--- src/rtl/uart_rx.sv ---
// uart_rx: 8N1 serial receiver.
// The line is brought into the clock domain through a two-flop synchronizer.
// A start edge is detected in IDLE, and the start bit is re-checked at
// mid-bit. Eight data bits are then sampled LSB first, one bit period apart,
// followed by the stop bit. A good stop bit updates rx_data with a one-cycle
// rx_valid pulse. A low stop bit gives a one-cycle frame_err pulse instead.
//
// Handshake: rx_valid and frame_err are single-cycle, mutually exclusive
// strobes with no back-pressure. rx_data is valid while rx_valid is high and
// holds its value until the next good byte arrives.
module uart_rx #(
    parameter int CLKS_PER_BIT = 868,
    parameter int HALF_BIT     = CLKS_PER_BIT / 2
) (
    input  logic       clk,
    input  logic       rst_n,
    input  logic       rx,
    output logic [7:0] rx_data,
    output logic       rx_valid,
    output logic       frame_err,
    output logic       rx_busy
);

    // Terminal counts. The counter is cleared on the edge where it matches
    // one of these values, so each period is exactly N cycles long.
    localparam logic [15:0] HALF_LAST = 16'(HALF_BIT - 1);
    localparam logic [15:0] BIT_LAST  = 16'(CLKS_PER_BIT - 1);

    typedef enum logic [1:0] {
        IDLE  = 2'd0,
        START = 2'd1,
        DATA  = 2'd2,
        STOP  = 2'd3
    } state_t;

    state_t      state;
    logic [15:0] count;
    logic [2:0]  bit_idx;
    logic [7:0]  shift;

    logic        sync_meta;
    logic        rx_sync;
    logic        rx_prev;

    // Synchronize rx. All three flops are preset high so that reset cannot
    // create a false falling edge on an idle line.
    always_ff @(posedge clk or negedge rst_n) begin
        if (!rst_n) begin
            sync_meta <= 1'b1;
            rx_sync   <= 1'b1;
            rx_prev   <= 1'b1;
        end else begin
            sync_meta <= rx;
            rx_sync   <= sync_meta;
            rx_prev   <= rx_sync;
        end
    end

    // Receive FSM: bit timing, sampling, byte assembly and output strobes.
    always_ff @(posedge clk or negedge rst_n) begin
        if (!rst_n) begin
            state     <= IDLE;
            count     <= 16'd0;
            bit_idx   <= 3'd0;
            shift     <= 8'h00;
            rx_data   <= 8'h00;
            rx_valid  <= 1'b0;
            frame_err <= 1'b0;
            rx_busy   <= 1'b0;
        end else begin
            // Strobes last one cycle unless the stop evaluation re-asserts one.
            rx_valid  <= 1'b0;
            frame_err <= 1'b0;

            case (state)
                IDLE: begin
                    count   <= 16'd0;
                    bit_idx <= 3'd0;
                    // Only a real 1->0 transition starts a frame. A line held
                    // low (break) therefore cannot retrigger.
                    if (rx_prev && !rx_sync) begin
                        state   <= START;
                        rx_busy <= 1'b1;
                    end
                end

                START: begin
                    if (count == HALF_LAST) begin
                        count <= 16'd0;
                        if (!rx_sync) begin
                            state   <= DATA;
                            bit_idx <= 3'd0;
                        end else begin
                            // The line was already high again at mid-start:
                            // treat it as a glitch and drop it silently.
                            state   <= IDLE;
                            rx_busy <= 1'b0;
                        end
                    end else begin
                        count <= count + 16'd1;
                    end
                end

                DATA: begin
                    if (count == BIT_LAST) begin
                        count          <= 16'd0;
                        shift[bit_idx] <= rx_sync;
                        if (bit_idx == 3'd7) begin
                            state <= STOP;
                        end else begin
                            bit_idx <= bit_idx + 3'd1;
                        end
                    end else begin
                        count <= count + 16'd1;
                    end
                end

                STOP: begin
                    if (count == BIT_LAST) begin
                        count   <= 16'd0;
                        // Leave at mid-stop so that a start bit arriving right
                        // after the stop bit is still seen as a falling edge.
                        state   <= IDLE;
                        rx_busy <= 1'b0;
                        if (rx_sync) begin
                            rx_data  <= shift;
                            rx_valid <= 1'b1;
                        end else begin
                            frame_err <= 1'b1;
                        end
                    end else begin
                        count <= count + 16'd1;
                    end
                end

                default: begin
                    state   <= IDLE;
                    count   <= 16'd0;
                    rx_busy <= 1'b0;
                end
            endcase
        end
    end

endmodule

--- config.mk ---
export PLATFORM = sky130hd
export DESIGN_NAME = uart_rx
export DESIGN_NICKNAME = d
export VERILOG_FILES = /design/src/rtl/uart_rx.sv
export SDC_FILE = /design/constraint.sdc
export NUM_CORES = 1
export LEC_CHECK = 0
export ABC_AREA = 1
export CAP_MARGIN = 15
export CORE_UTILIZATION = 45
export CTS_CLUSTER_DIAMETER = 100
export DETAILED_ROUTE_END_ITERATION = 6
export DONT_BUFFER_PORTS = 1
export MAX_ROUTING_LAYER = met4
export REMOVE_ABC_BUFFERS = 1
export SYNTH_ARGS = -nofsm -noshare
export SYNTH_HDL_FRONTEND = slang
export SYNTH_SLANG_ARGS = --single-unit
--- constraint.sdc ---
create_clock -name clk -period 1.36 [get_ports clk]
set_input_delay 0.136 -clock clk [delete_from_list [all_inputs] [get_ports clk]]
set_output_delay 0.136 -clock clk [all_outputs]
set_load 0.03 [all_outputs]
## Word-level counts from Yosys, hierarchy flattened

Index checks and enable logic that the tools add are counted.
W data, S select, Z words.

- Flip-flop bits (word level): 43
- Logic and storage cells: 70
- Output and inout bits: 11
- Input port bits: 3

- $add $sub $neg: 2
- Multiplexer cells: 29
- Magnitude comparators: 2
- Eq/ne operators: 14
- Reduce and logical (&&, ||, !) cells: 12

Operators by type and width:

| operator | count |
|---|---|
| $pmux W16 S3 | 1 |
| $mux W16 | 2 |
| $add A16 B1 Y16 const B | 1 |
| $eq A16 B10 Y1 const B | 1 |
| $eq A16 B9 Y1 const B | 1 |
| $ne A2 B2 Y1 const B | 8 |
| $reduce_and A5 Y1 | 3 |
| $mux W2 | 6 |
| $mux W3 | 4 |
| $mux W1 | 11 |
| $pmux W3 S3 | 1 |
| $bwmux W8 | 1 |
| $pmux W2 S4 | 1 |
| $reduce_bool A3 Y1 | 2 |
| $eq A2 B2 Y1 const B | 2 |
| $lt A3 B4 Y1 const B | 1 |
| $add A3 B1 Y3 const B | 1 |
| $demux W1 S3 | 1 |
| $eq A3 B3 Y1 const B | 1 |
| $ge A3 B1 Y1 const B | 1 |
| $pmux W1 S3 | 1 |
| $reduce_and A3 Y1 | 1 |
| $eq A2 B1 Y1 const B | 1 |
| $logic_and A1 B1 Y1 | 2 |
| other kinds (4) | 4 |

## Depth between registers and ports, before layout

Gate-level depths: netlist (run 1).

- Depth in word-level cells: 5
- Gate-level depth with buffers: 9
- Depth with buffers taken out: 9

## Worst setup path before layout (run 1)

Ideal clock, no wire load.

- Kind: reg-to-reg
- Start: register count[0]
- End: register count[11]
- Period minus slack after synthesis: 1.478 ns
- Library setup time: 0.120 ns
- Cell stages (with the launch flop): 8
- Required time: 1.240 ns
- Arrival: 1.358 ns
- Path buffers: 0
- Setup slack: -0.118 ns
- Path through: dfrtp_1 ha_1 nand3_1 nor2_2 nand2_4 nand2_2 nand2_4 and3_1

- Word-level cells in the longest chain between the ends: 3
- Elaborated cells on any way between the ends: 6
- Those cells by class: add/sub: 1; eq/ne: 2; mux: 3

RTL lines:

| element | line | source |
|---|---|---|
| start: declaration | 37 | `logic [15:0] count;` |
| start signal: assignment | 100 | `count <= count + 16'd1;` |
| start signal: assignment | 114 | `count <= count + 16'd1;` |
| start signal: assignment | 132 | `count <= count + 16'd1;` |
| $add A16 B1 Y16, or another cell as far along | 100, 114, 132 |  |
| $mux W16 (on tied branches) | 105, 119, 88 |  |
| $pmux W16 S3 * | 75 | `case (state)` |

Mark *: on every way between the ends. The rest lies on a longest branch, timed or not.
A chain may end at the register's enable or synchronous reset.

## Worst setup path in the final report (run 1)

- Start: register count[1]
- End: register count[11]

The elaborated chain is that of the path after synthesis.

==> results of run 1 <==
layout make-up:
class	instances	area [um2]
fillers	380	1630
multi-input cells	174	1110
flip-flops and latches	43	1080
repair buffers	43	359
inverters	32	130
clock buffers	5	68.8
well taps	52	65.1
clock inverters	3	23.8
placed cells by master, fill, tap and decap left out, drive strengths merged:
master       count
nand2           72
buf             41
dfrtp           40
nor2            34
inv             32
o21ai           19
nand3           13
a21oi            7
nand4            5
clkbuf           5
ha               4
nor3b            4
xnor2            3
dfstp            3
nor3             3
xor2             2
and3             2
clkinvlp         2
dlygate4sd3      2
nand3b           1
clkinv           1
a31oi            1
o21bai           1
and2             1
o211ai           1
o31ai            1
worst register-to-register path: stages (launching register included):
cell      delay (ns)
dfrtp_1         0.43
inv_1           0.07
ha_1            0.16
nand3b_1        0.08
nor2_1          0.13
nand2_1         0.13
nand2_4         0.16
nand2_8         0.09
and3_1          0.16
power groups by stage:
stage	Combinational [mW]	Sequential (mW)	Clock [mW]
4_1_cts	1.20	1.51	0.876
3_3_place_gp	1.05	1.55	0
6_report	1.39	1.53	0.843
3_5_place_dp	1.05	1.55	0
2_1_floorplan	0.733	1.57	0
5_1_grt	1.55	1.55	0.930
metrics by stage:
step | cell area [um2] | setup TNS (ns)
final | 2840 | -3.19
after global routing | 2840 | -5.97
after CTS | 2650 | -2.89
after detailed placement | 2440 | -5.79
after global placement | 2440 | -4.70
after floorplan | 2150 | -3.06
routing by layer:
metal / global-route usage / share of wire / vias to the layer above
met1: 0.258 / 0.50 / 816
met2: 0.309 / 0.47 / 24
met5: - / 0 / -
li1: - / - / 902
met3: 0.0436 / 0.023 / 4
met4: 0.0667 / 0.0096 / 0
how the worst min path moves through the flow:
stage	startpoint	endpoint	slack, ns	cells after the start
finish	rst_n	asynchronous set/reset pin	0.34	2
global route	rst_n	count[10]$_DFF_PN0_	0.35	2
CTS	rst_n	asynchronous set/reset pin	0.33	2
detailed placement	rst_n	count[15]$_DFF_PN0_	-0.16	0
global placement	rst_n	count[14]$_DFF_PN0_	-0.16	0
floorplan	rst_n	asynchronous set/reset pin	-0.16	0
what timing repair did:
item	in CTS	in global routing
buffers inserted	4	7
gates resized for setup	15	35
setup endpoints to repair	38	38
pin swaps	5	19
hold endpoints to repair	44	0
hold buffers	3	0
state kept, by name, summed over array words and instances (netlist names), named ones only:
name and flops:
bit_idx 3, count 16, frame_err 1, rx_busy 1, rx_data 8, rx_prev 1
rx_sync 1, rx_valid 1, shift 8, state 1, sync_meta 1
kinds of logic (layout without fill, tap and decap cells):
group,after synthesis,after routing,synth area share
fa+ha+maj,4,4,0.0231
xor+xnor,5,5,0.0202
simple gates,135,135,0.317
flops,43,43,0.499
buf+inv,33,83,0.0619
compound gates,30,30,0.0786
==> results.json, run 1 <==
{
  "worstPathMaxFanout": 8,
  "rsz0062_at_grt": "yes",
  "power_frac_seq": 0.407,
  "ys_async_sr_fraction": 1.00,
  "wl_per_cell_um": 12.4,
  "ioPinCount": 14,
  "synth_edf_count": 0,
  "slew_headroom": 0.772,
  "p_sw_mw": 1.46,
  "worstPathArrival_ns": 1.71,
  "dieWidth_um": 71.4,
  "power_density_nw_per_um2": 1320,
  "synth_largest_area_cell": "dfrtp_1",
  "grt_pass1_wl_um": 7620,
  "vias": 1746,
  "yosysMostFrequentCell": "nand2_1",
  "synth.avg_cell_area_um2": 8.66,
  "power_mw": 3.76,
  "rr_endpoint": "count[11]$_DFF_PN0_",
  "setup_viol": 34,
  "yosys_warnings": 0,
  "synth_top_flop_cell": "dfrtp_1",
  "violations": "DRC, setup timing",
  "fin_crit_sh": 1.11,
  "worstSetupEndpointType": "flip-flop",
  "num_rows": 24,
  "max_freq_mhz": 660,
  "drt_pass1_iterations": 6,
  "drt_iter0_markers": 91,
  "min_period_ns": 1.51,
  "grt_max_degree": 44,
  "cts-root-buf": "clkbuf_8",
  "critical_path_required_ns": 1.56,
  "hpwl_um": 2970,
  "max_stage_delay_ns": 0.43,
  "place_ws_ns": -0.174,
  "layout-area-overhead-vs-synth_pct": 31.2,
  "cp.buffers_inverters": 1,
  "portBuffers": 0,
  "clkLatencyLatePin_ns": 0.30,
  "track_usage": 0.199,
  "final_cells": 352,
  "slew_viol_final": 0,
  "outcome": "finished, violations left",
  "fin_skew_ns": 0.00825,
  "cts_buffer_depth": 2,
  "min_path_type": "primary input to asynchronous set/reset pin",
  "place_congestion": 0.803,
  "ant_nets": 0,
  "worstPathCellList": "inv_1 -> ha_1 -> nand3b_1 -> nor2_1 -> nand2_1 -> nand2_4 -> nand2_8 -> and3_1",
  "cp_num_cells": 8,
  "routed_wl_um": 4370,
  "cp-endpoint": "count[11]$_DFF_PN0_",
  "tightest_slew_ns": 0.341,
  "yosysSeqAreaShare": 0.499,
  "r2r_slack_ns": -0.15,
  "path_class": "flip-flop to flip-flop",
  "start_util": 0.484,
  "synthesis.area_um2": 2160,
  "synth_area_leaders": "dfrtp_1 (46%), nand2_1 (11%), nor2_1 (4.9%)",
  "worst-r2r-cell-count": 8,
  "whs_ns": 0.341,
  "max_cap_viol_count": 0,
  "synth_seq_cells": 43,
  "vias_per_cell": 4.96,
  "drive_above_1_share": 0.357,
  "nets": 306,
  "die_area_um2": 5090,
  "yosys.cell_types.count": 34,
  "crit_start": "count[1]$_DFF_PN0_",
  "synth_commonest_cells": "nand2_1 (63), dfrtp_1 (40), nor2_1 (28)",
  "setup_slack_ns": -0.154,
  "internal_power_mw": 2.30,
  "antenna_found_initial": 0,
  "synth.top_cell.area_share": 0.462,
  "cts.clk_slew.worst_paths_ns": 0.09,
  "dp_cells": 330,
  "diodes": 0,
  "pwr-share-clk": 0.224,
  "synthCells": 250,
  "critical_path.top_delay_family": "simple AND/OR/NAND/NOR gates",
  "first_global_vias": 1753,
  "cts.sinks": 43,
  "slowest_stage": "dfrtp_1",
  "timing.final.hold_violations": 0,
  "finish.utilization": 0.635,
  "tritoncts": "done",
  "coreArea_um2": 4470,
  "p_leak_nw": 1.37,
  "fp.dieH_um": 71.4,
  "r2r-start": "count[1]$_DFF_PN0_",
  "htree_num_levels": 2,
  "start_kind": "flip-flop",
  "peakVddDrop_mv": 1.12,
  "drc_errors": 1,
  "grt.overflow.total": 0,
  "swShare": 0.388,
  "comb_power_share": 0.368,
  "cts-buffers-inserted": 5
}
(Power assumes the default switching activity.)
==> inputs of run 2 (changes only) <==
--- a/config.mk
+++ b/config.mk
@@ -6,12 +6,14 @@
 export NUM_CORES = 1
 export LEC_CHECK = 0
 export ABC_AREA = 1
-export CAP_MARGIN = 15
-export CORE_UTILIZATION = 45
+export CAP_MARGIN = 5
+export CORE_UTILIZATION = 53
 export CTS_CLUSTER_DIAMETER = 100
 export DETAILED_ROUTE_END_ITERATION = 6
 export DONT_BUFFER_PORTS = 1
+export HOLD_SLACK_MARGIN = 0.1
 export MAX_ROUTING_LAYER = met4
+export PLACE_DENSITY = 0.71
 export REMOVE_ABC_BUFFERS = 1
 export SYNTH_ARGS = -nofsm -noshare
 export SYNTH_HDL_FRONTEND = slang
==> run 2 against run 1 <==
Effect of this change: highest routed layer unchanged; design area is 5.2% higher; sequential power hardly changed; power is 4.3% higher; cell count is 0.57% lower; via count is 6.9% higher; fmax is 0.63% higher; non-clock buffer count is 2 higher; die area is 15% lower; first-iteration DRC count is 98% higher; register-to-register slack hardly changed; critical endpoint is now count[10]$_DFF_PN0_; clock-buffer cell count stayed put; the flow finishes with violations (setup timing).
==> results.json, run 2 (same netlist as run 1, synthesis figures left out) <==
{
  "outcome": "finished, violations left",
  "violations": "setup timing",
  "drc_errors": 0,
  "critical_path_required_ns": 1.55,
  "antenna_found_initial": 0,
  "worst-r2r-cell-count": 9,
  "worstSetupEndpointType": "flip-flop",
  "tritoncts": "done",
  "p_leak_nw": 1.44,
  "dp_cells": 327,
  "tightest_slew_ns": 0.395,
  "dieWidth_um": 65.9,
  "final_cell_mix": "nand2_1 (43), dfrtp_1 (38), buf_4 (38)",
  "htree_num_levels": 2,
  "coreArea_um2": 3800,
  "max_stage_delay_ns": 0.43,
  "track_usage": 0.249,
  "min_period_ns": 1.50,
  "r2r_slack_ns": -0.14,
  "diodes": 0,
  "setup_viol": 36,
  "final_common_cell": "nand2_1",
  "num_rows": 22,
  "place_congestion": 0.867,
  "grt_max_degree": 44,
  "final_cells": 350,
  "cts-buffers-inserted": 5,
  "die_area_um2": 4340,
  "start_util": 0.570,
  "grt_pass1_wl_um": 7790,
  "timing.final.hold_violations": 0,
  "largestRegisters": "count: 16 flops, rx_data: 8 flops, shift: 8 flops",
  "drt_iter0_markers": 180,
  "nets": 308,
  "regMostFlops": "count",
  "worstPathMaxFanout": 8,
  "power_density_nw_per_um2": 1310,
  "worstPathArrival_ns": 1.70,
  "path_class": "flip-flop to flip-flop",
  "clkLatencyLatePin_ns": 0.31,
  "cts.clk_slew.worst_paths_ns": 0.09,
  "drive_above_1_share": 0.430,
  "power_mw": 3.92,
  "ioPinCount": 14,
  "rr_endpoint": "count[10]$_DFF_PN0_",
  "worstPathCellList": "inv_1 -> ha_1 -> nand3b_1 -> nor2_1 -> nand2_1 -> nand2_4 -> nand2_8 -> o21ai_1 -> a21oi_1",
  "peakVddDrop_mv": 1.31,
  "cts.sinks": 43,
  "layout-area-overhead-vs-synth_pct": 38.0,
  "ant_nets": 0,
  "fp.dieH_um": 65.9,
  "setup_slack_ns": -0.145,
  "start_kind": "flip-flop",
  "wl_per_cell_um": 14.1,
  "routed_wl_um": 4950,
  "slew_viol_final": 0,
  "hpwl_um": 2930,
  "vias": 1866,
  "drt_pass1_iterations": 4,
  "rsz0062_at_grt": "yes",
  "grt.overflow.total": 0,
  "portBuffers": 0,
  "max_cap_viol_count": 0,
  "cts_buffer_depth": 2,
  "r2r-start": "count[1]$_DFF_PN0_",
  "vias_per_cell": 5.33,
  "first_global_vias": 1752,
  "min_path_type": "primary input to asynchronous set/reset pin",
  "max_freq_mhz": 665,
  "fin_skew_ns": 0.00985,
  "largest_register_ffs": 16,
  "cts-root-buf": "clkbuf_8",
  "slew_headroom": 0.737,
  "fin_crit_sh": 1.11,
  "slowest_stage": "dfrtp_1"
}
[run 2: cell count changes in the layout (fill, tap and decap cells not counted), moves of 3 or more]
cell,before,now
buf_4,35,38
buf_6,5,2
inv_6,3,0
nand2_1,56,43
nand2_2,13,20
nand2_4,2,7
o21ai_1,12,8
o21ai_2,3,6
[run 2: repair_timing]
action,in CTS,in global routing
endpoints found under the setup margin,38,38
cloned,0,1
hold endpoints to repair,44,0
hold buffers,3,0
buffers inserted,7,4
pin swaps,16,23
resized for setup,43,35
[run 2: metrics by stage]
| stage | instance area (um2) | util | setup WS [ns] | hold slack, ns | TNS (ns) |
|---|---|---|---|---|---|
| 5_1_grt | 2990 | 0.787 | -0.201 | 0.319 | -5.61 |
| 6_report | 2990 | 0.787 | -0.145 | 0.295 | -2.92 |
| 3_5_place_dp | 2450 | 0.645 | -0.139 | -0.159 | -3.61 |
| 2_1_floorplan | 2150 | - | -0.118 | -0.160 | -3.06 |
| 3_3_place_gp | 2450 | 0.645 | -0.0930 | -0.158 | -2.09 |
| 4_1_cts | 2800 | 0.736 | -0.0971 | 0.315 | -1.82 |
[run 2: critical path, delay by kind of cell (launching register included)]
family / cells / cell delay [ns]
adders and majority gates: 1 / 0.13
DFF: 1 / 0.43
AOI/OAI and AO/OA: 2 / 0.17
and+or+nand+nor: 5 / 0.59
buffers and inverters: 1 / 0.07
[run 2: final cells by class]
cell class | count | area (um2)
Tap cell | 48 | 60.1
Clock buffer | 5 | 68.8
Fill cell | 238 | 811
Inverter | 32 | 140
Timing Repair Buffer | 45 | 393
Clock inverter | 3 | 25.0
Sequential cell | 43 | 1080
Multi-Input combinational cell | 174 | 1220
[run 2: how the worst max path moves through the flow]
stage	start	endpoint	slack, ns
floorplan	count[0]$_DFF_PN0_	count[11]$_DFF_PN0_	-0.12
global placement	count[11]$_DFF_PN0_	count[7]$_DFF_PN0_	-0.09
detailed placement	count[11]$_DFF_PN0_	rx_data[5]$_DFFE_PN0P_	-0.14
CTS	count[1]$_DFF_PN0_	count[11]$_DFF_PN0_	-0.1
global route	count[1]$_DFF_PN0_	count[10]$_DFF_PN0_	-0.20
finish	count[1]$_DFF_PN0_	count[10]$_DFF_PN0_	-0.14
[run 2: per-layer routing]
layer  vias up  share of wire  GRT usage  wire length, um
met1       912           0.45      0.314             2240
met4         0          0.012     0.0897               57
met3         6          0.041     0.0690              204
li1        904              -          -                -
met5         -              0          -                0
met2        44           0.49      0.381             2440
[run 2: where the power goes]
group	internal [mW]	switching, mW	leakage, nW	total (mW)
Combinational	0.594	0.934	0.819	1.53
Sequential	1.40	0.141	0.577	1.54
Clock	0.368	0.488	0.0443	0.856
Total	2.36	1.56	1.44	3.92
==> inputs of run 3 (changes only) <==
--- a/config.mk
+++ b/config.mk
@@ -15,6 +15,7 @@
 export MAX_ROUTING_LAYER = met4
 export PLACE_DENSITY = 0.71
 export REMOVE_ABC_BUFFERS = 1
+export SLEW_MARGIN = 10
 export SYNTH_ARGS = -nofsm -noshare
 export SYNTH_HDL_FRONTEND = slang
 export SYNTH_SLANG_ARGS = --single-unit
==> results of run 3 <==
The final DEF is identical to that of run 2; final timing and power are the same.
